===== src/rtl/mem_arb_pkg.sv =====
// Shared definitions for the two-requester data-memory arbiter.
package mem_arb_pkg;

    // Arbiter FSM: IDLE arbitrates freely, LOCKED keeps the owner on the memory.
    typedef enum logic {
        IDLE   = 1'b0,
        LOCKED = 1'b1
    } arb_state_t;

    // Requester indices.
    localparam int REQ_CPU = 0;
    localparam int REQ_AUX = 1;

    // Byte-address width of the attached memory (4 KiB).
    localparam int MEM_ADDR_W = 12;

    // An address hits the memory only when every bit above the memory window is zero.
    function automatic logic addr_in_range(input logic [31:0] addr);
        return (addr[31:MEM_ADDR_W] == '0);
    endfunction

    // One-hot grant vector for a single requester index.
    function automatic logic [1:0] onehot2(input logic id);
        return id ? 2'b10 : 2'b01;
    endfunction

endpackage


===== src/rtl/rr_pick2.sv =====
// Combinational round-robin pick between two requesters.
// When both request, the one that was not granted last (not owner) wins.
module rr_pick2 (
    input  logic [1:0] req,
    input  logic       owner,
    output logic [1:0] pick
);

    // Single requester wins outright; contention goes to the non-owner.
    always_comb begin
        pick = 2'b00;
        case (req)
            2'b01:   pick = 2'b01;
            2'b10:   pick = 2'b10;
            2'b11:   pick = owner ? 2'b01 : 2'b10;
            default: pick = 2'b00;
        endcase
    end

endmodule


===== src/rtl/mem_arbiter.sv =====
// Two-requester arbiter for the single-port data memory.
// Round-robin between the CPU port and an auxiliary master, with a bounded
// lock for atomic sequences and a one-cycle read-return pipeline.
//
// Handshake: a requester raises req with wea/en/addr/din and holds them
// stable until it sees gnt; the access completes in the gnt cycle. A read
// returns on rvalid[id] exactly one cycle after its gnt, with rdata shared
// between both requesters and meaningful only under rvalid.
//
// MAX_LOCK must be at least 1.
module mem_arbiter
    import mem_arb_pkg::*;
#(
    parameter int MAX_LOCK = 16
) (
    input  logic        clk,
    input  logic        Rst,
    input  logic [1:0]  req,
    input  logic [1:0]  lock,
    input  logic [1:0]  wea,
    input  logic [3:0]  en0,
    input  logic [3:0]  en1,
    input  logic [31:0] addr0,
    input  logic [31:0] addr1,
    input  logic [31:0] din0,
    input  logic [31:0] din1,
    output logic [1:0]  gnt,
    output logic [1:0]  rvalid,
    output logic [31:0] rdata,
    output logic        mem_wea,
    output logic [3:0]  mem_en,
    output logic [11:0] mem_addr,
    output logic [31:0] mem_din,
    input  logic [31:0] mem_dout,
    output logic        arb_state
);

    localparam int CNT_W = $clog2(MAX_LOCK + 1);
    localparam logic [CNT_W-1:0] CNT_MAX = CNT_W'(MAX_LOCK);

    arb_state_t       state;
    arb_state_t       state_nxt;
    logic             owner;
    logic [CNT_W-1:0] lock_cnt;
    logic [CNT_W-1:0] lock_cnt_nxt;
    logic [1:0]       rr_pick;
    logic [1:0]       gnt_raw;

    logic             rd_pend;
    logic             rd_id;
    logic             rd_oob;

    logic             granted;
    logic             sel;
    logic             sel_wea;
    logic [3:0]       sel_en;
    logic [31:0]      sel_addr;
    logic [31:0]      sel_din;
    logic             sel_in_range;

    // Debug view of the FSM state.
    assign arb_state = state;

    rr_pick2 u_pick (
        .req   (req),
        .owner (owner),
        .pick  (rr_pick)
    );

    // Next-state, grant and lock-counter logic.
    always_comb begin
        state_nxt    = state;
        lock_cnt_nxt = lock_cnt;
        gnt_raw      = 2'b00;
        case (state)
            IDLE: begin
                gnt_raw      = rr_pick;
                lock_cnt_nxt = '0;
                // The entry grant is the first locked cycle, so the count starts at 1.
                if ((rr_pick != 2'b00) && lock[rr_pick[1]]) begin
                    state_nxt    = LOCKED;
                    lock_cnt_nxt = CNT_W'(1);
                end
            end
            LOCKED: begin
                if (!req[owner] || !lock[owner]) begin
                    // Owner releases; a final unlocked access by the owner still goes through.
                    state_nxt    = IDLE;
                    lock_cnt_nxt = '0;
                    if (req[owner]) begin
                        gnt_raw = onehot2(owner);
                    end
                end else if ((lock_cnt == CNT_MAX) && req[~owner]) begin
                    // Lock budget exhausted with the other side waiting: hand over now.
                    state_nxt    = IDLE;
                    lock_cnt_nxt = '0;
                    gnt_raw      = onehot2(~owner);
                end else begin
                    gnt_raw = onehot2(owner);
                    if (lock_cnt != CNT_MAX) begin
                        lock_cnt_nxt = lock_cnt + CNT_W'(1);
                    end
                end
            end
            default: begin
                state_nxt    = IDLE;
                lock_cnt_nxt = '0;
            end
        endcase
    end

    // Reset blanks the grant immediately so no access is issued during reset.
    assign gnt     = Rst ? 2'b00 : gnt_raw;
    assign granted = (gnt != 2'b00);

    // FSM state, owner and lock counter registers.
    always_ff @(posedge clk) begin
        if (Rst) begin
            state    <= IDLE;
            owner    <= 1'b1;
            lock_cnt <= '0;
        end else begin
            state    <= state_nxt;
            lock_cnt <= lock_cnt_nxt;
            if (granted) begin
                owner <= gnt[1];
            end
        end
    end

    // Select the granted requester's command fields.
    always_comb begin
        sel      = gnt[1];
        sel_wea  = sel ? wea[REQ_AUX] : wea[REQ_CPU];
        sel_en   = sel ? en1   : en0;
        sel_addr = sel ? addr1 : addr0;
        sel_din  = sel ? din1  : din0;
    end

    assign sel_in_range = addr_in_range(sel_addr);

    // Memory command: out-of-range accesses are granted but never enable the memory.
    always_comb begin
        mem_addr = sel_addr[MEM_ADDR_W-1:0];
        mem_din  = sel_din;
        mem_wea  = granted & sel_wea;
        mem_en   = (granted && sel_in_range) ? sel_en : 4'b0000;
    end

    // Read-return pipeline: remember who read and whether it missed the memory.
    always_ff @(posedge clk) begin
        if (Rst) begin
            rd_pend <= 1'b0;
            rd_id   <= 1'b0;
            rd_oob  <= 1'b0;
        end else begin
            rd_pend <= granted && !sel_wea;
            rd_id   <= sel;
            rd_oob  <= !sel_in_range;
        end
    end

    // Route read data back; a reset in the return cycle suppresses it.
    always_comb begin
        rvalid = 2'b00;
        rdata  = 32'h0;
        if (rd_pend && !Rst) begin
            rvalid = onehot2(rd_id);
            rdata  = rd_oob ? 32'h0 : mem_dout;
        end
    end

endmodule


===== config.mk =====
export PLATFORM = sky130hd
export DESIGN_NAME = mem_arbiter
export DESIGN_NICKNAME = d
export VERILOG_FILES = /design/src/rtl/mem_arb_pkg.sv /design/src/rtl/rr_pick2.sv /design/src/rtl/mem_arbiter.sv
export SDC_FILE = /design/constraint.sdc
export NUM_CORES = 1
export LEC_CHECK = 0
export BUFFER_PORTS_ARGS = -buffer_cell sky130_fd_sc_hd__buf_2
export CORE_AREA = 2 2 102 104
export CTS_CLUSTER_SIZE = 28
export DETAILED_ROUTE_END_ITERATION = 10
export DIE_AREA = 0 0 104 106
export PLACE_DENSITY_LB_ADDON = 0.3
export SETUP_SLACK_MARGIN = 0.15
export SLEW_MARGIN = 20
export SYNTH_ARGS = -nofsm -noshare
export SYNTH_HDL_FRONTEND = slang
export SYNTH_SLANG_ARGS = --single-unit

===== constraint.sdc =====
create_clock -name clk -period 2.9 [get_ports clk]
set_clock_uncertainty 0.2 [all_clocks]
set_input_delay 0.58 -clock clk [delete_from_list [all_inputs] [get_ports clk]]
set_output_delay 0.58 -clock clk [all_outputs]
set_load 0.005 [all_outputs]

==> metrics.md <==
| Metric | Value |
|---|---|
| Routed Antenna Nets | 0 |
| RSZ-0062 raised after global routing | yes |
| Slew margin rel. | between 70% and 80% |
| Worst Tran Pin Value | 0.400 ns |
| Initial antenna violation count | 0 |
| Area Overhead vs Synth | 132% |
| CP max stage cell | a211o_4 |
| Lkg Pwr | ~2.0 nW |
| YS warnings | 0 |
| ANT cells | 0 |
| IO Count | ~260 |
| # setup viols final | 49 |
| Site row count | 37 |
| TritonCTS Buffers | 3 |
| Dpl cells | 582 |
| EDFF count, synth | 0 |
| Routability Congestion | 0.804 |
| Post-synth ARST share | 0% |
| Clk buf depth | 2 |
| Hold buffers post-CTS | 0 |
| Layout cell share with drive strength beyond 1 | 75.4% |
| Power Dens Cells | roughly 230 nW/µm² |
| Pwr Total | 0.000837 W |
| Largest family of logic cells by synthesized area | multiplexers |
| Fill count | around 1100 |
| WP data arrival | 2.26 ns |
| Worst path cell trace | inv_2, ha_4, and4bb_2, a21o_1, a211o_4, clkbuf_16, mux2_4, buf_6 |
| Met2 Usage GRT | 26.1% |
| Pint | 0.000591 W |
| Non-filler instance count after layout | 603 |
| Met1 Track Usage GR | 12.9% |
| Ys flop type | dfxtp_1 |
| Crit end category | primary output |
| Setup CP Type | reg -> out |
| Synth Area in Adders | 1.58% |
| Yosys reg bits | 10 |
| Global route overflow | 0 |
| Routed wire length | roughly 8500 µm |
| Tcrit/Tclk final | 105% |
| Core Box Area | 10000 µm² |
| Distinct cells, synth | 33 |
| Starting Density | around 16% |
| # H-tree levels | 1 |
| Hold crit path type | in -> reg |
| Slowest cell delay on critical path | about 0.43 ns |
| Number of buffers added on ports | 261 |
| Clock Pin Slew Worst Setup and Hold Paths | about 0.050 ns |
| Critical Path RT | 2.12 ns |
| Residual DRC | 0 |
| Die ar. | 11000 µm² |
| CP Max Fanout | 5 |
| Max-capacitance violation count | 0 |
| WP buf/inv | 3 |
| Largest net degree at the start of global routing | 33 |
| Post-Synth Simple-Gate Area | 30.9% |
| Die width | 104 µm |
| Worst path depth | 8 |
| Top Usage Layer GRT | met2 |
| Setup TNS | -5.61 ns |
| Post-synthesis xor/xnor area fraction | about 1.1% |
| Failing checks | negative setup slack |
| DR vias | 2497 |
| DRT iter0 DRCs | 110 |
| Die Ht | 106 µm |
| Final min period | 3.04 ns |
| Hold path cells | 2 |
| Mapped Cells | ~190 |
| CP startpoint kind | flop |
| Cells on worst reg2reg path | 8 |
| Run status | finished, violations left |
| TritonCTS clock tree | yes |
| Via/cell ratio | between 4 and 5 |
| Met3 Track Usage GR | 2.64% |
| Combinational cell fraction of total power | a little over 60% |
| FMAX | 329 MHz |
| Vias in the first global route | ~2500 |
| Sw Ratio | 29.4% |
| Fin. max-slew vios | 0 |
| Top Family by Delay on Critical Path | compound AO/OA/AOI/OAI gates |
| First-pass GRT wire length | 11500 µm |
| GRT Util Overall | 12.7% |
| NetSw | 0.000246 W |
| Post-synthesis compound-gate area fraction | 11.1% |
| Final-stage net count | between 600 and 700 |
| Seq/Total Area, Yosys | 12.6% |
| CTS root buf | clkbuf_8 |
| Initial DRT Pass Iterations | 4 |
| Clk sinks | 10 |
| Routed len/inst | approximately 14 µm |
| Post-synthesis mux area share | 36.2% |
| Fin. Hold Viols | 0 |
| Mapped Nets | 364 |
| Clock power frac | 20.9% |
| Worst-Skew Late Latency | between 0.2 and 0.25 ns |
| Detailed placer's ending HPWL | between 6000 and 7000 µm |
| Syn Area/Cell | 8.52 µm² |
| Max VDD drop | ~0.11 mV |
| Syn Std Cell Area | 1590 µm² |
| Core Util, Final | a little under two fifths |
| Final setup margin | -0.137 ns |
| Flop pwr share | 18.0% |
[cell usage in the layout, fill, tap and decap left out, drive strengths merged]
cell type / count
buf: 281
mux2: 45
and2: 32
nand2: 12
nor2: 11
nor4: 10
dfxtp: 10
nand3: 9
inv: 9
clkbuf: 9
a21oi: 5
nand2b: 4
a211o: 4
o32ai: 4
nand3b: 2
a21o: 2
nor3: 2
xor2: 2
ha: 2
nand4bb: 1
o311a: 1
and4bb: 1
clkinv: 1
o2bb2ai: 1
a21boi: 1
o221ai: 1
and3: 1
a22o: 1
a21bo: 1
o22ai: 1
a211oi: 1
[final timing paths]
check                                  from           to  slack, ns
worst max register to register        owner        owner       0.66
worst min-delay path                 wea[0]      rd_pend       0.37
worst max-delay path            lock_cnt[1]  mem_din[21]      -0.14
worst min register to register  lock_cnt[3]  lock_cnt[3]       0.38
[cells in the mapped netlist (all sizes together), types with 3 or more instances]
| cell | number | area, µm² |
|---|---|---|
| nand2b | 4 | 25.0 |
| nor4 | 10 | 62.6 |
| clkbuf | 6 | 22.5 |
| nor2 | 11 | 41.3 |
| mux2 | 45 | 574 |
| a21oi | 5 | 25.0 |
| o32ai | 4 | 42.6 |
| dfxtp | 10 | 200 |
| a211o | 3 | 26.3 |
| nand2 | 12 | 45.0 |
| and2 | 32 | 200 |
| nand3 | 9 | 45.0 |
| buf | 4 | 41.3 |
| inv | 10 | 37.5 |
[power groups by stage]
stage          Combinational, W  Clock (W)  Sequential [W]
3_3_place_gp           0.000386          0        0.000153
2_1_floorplan          0.000172          0        0.000153
6_report               0.000511   0.000175        0.000151
4_1_cts                0.000441   0.000181        0.000150
5_1_grt                0.000550   0.000190        0.000151
3_5_place_dp           0.000389          0        0.000153
[registers in the layout, summed over array words and instances (netlist names)]
| signal | count |
|---|---|
| rd_pend | 1 |
| rd_oob | 1 |
| rd_id | 1 |
| arb_state | 1 |
| lock_cnt | 5 |
| owner | 1 |
[timing repair]
action	CTS	global route
cloned	2	8
buffers inserted	0	7
endpoints found under the setup margin	50	50
resized for setup	26	21
pin swaps	2	4
[cell families after synthesis]
logic type	Yosys count
AO/OA/AOI/OAI	22
XOR/XNOR	2
adder cells (fa/ha/maj)	2
buffers and inverters	20
flip-flops	10
multiplexers	45
AND/OR/NAND/NOR	85
[stage by stage]
step	setup WS, ns	hold WS (ns)	instance area (µm²)
3_3_place_gp	0.0523	0.354	3090
4_1_cts	-0.147	0.364	3330
5_1_grt	-0.192	0.364	3680
2_1_floorplan	0.177	0.315	1590
6_report	-0.137	0.371	3680
3_5_place_dp	0.0217	0.351	3090
[layer usage]
metal | wire [µm] | vias up
met5 | 0 | -
met4 | 88 | 0
met3 | 698 | 6
met2 | 4710 | 157
met1 | 2950 | 1103
li1 | - | 1231
[cell type report]
type                       instances  area (µm²)  share of cell area (%)
clock buffer                       4        55.1                    1.50
inverter                          10        50.0                    1.36
multi-input combinational        157        1390                    37.8
sequential                        10         203                    5.51
tap                              136         170                    4.63
timing repair buffer             286        1810                    49.2
(Power assumes the default switching activity.)
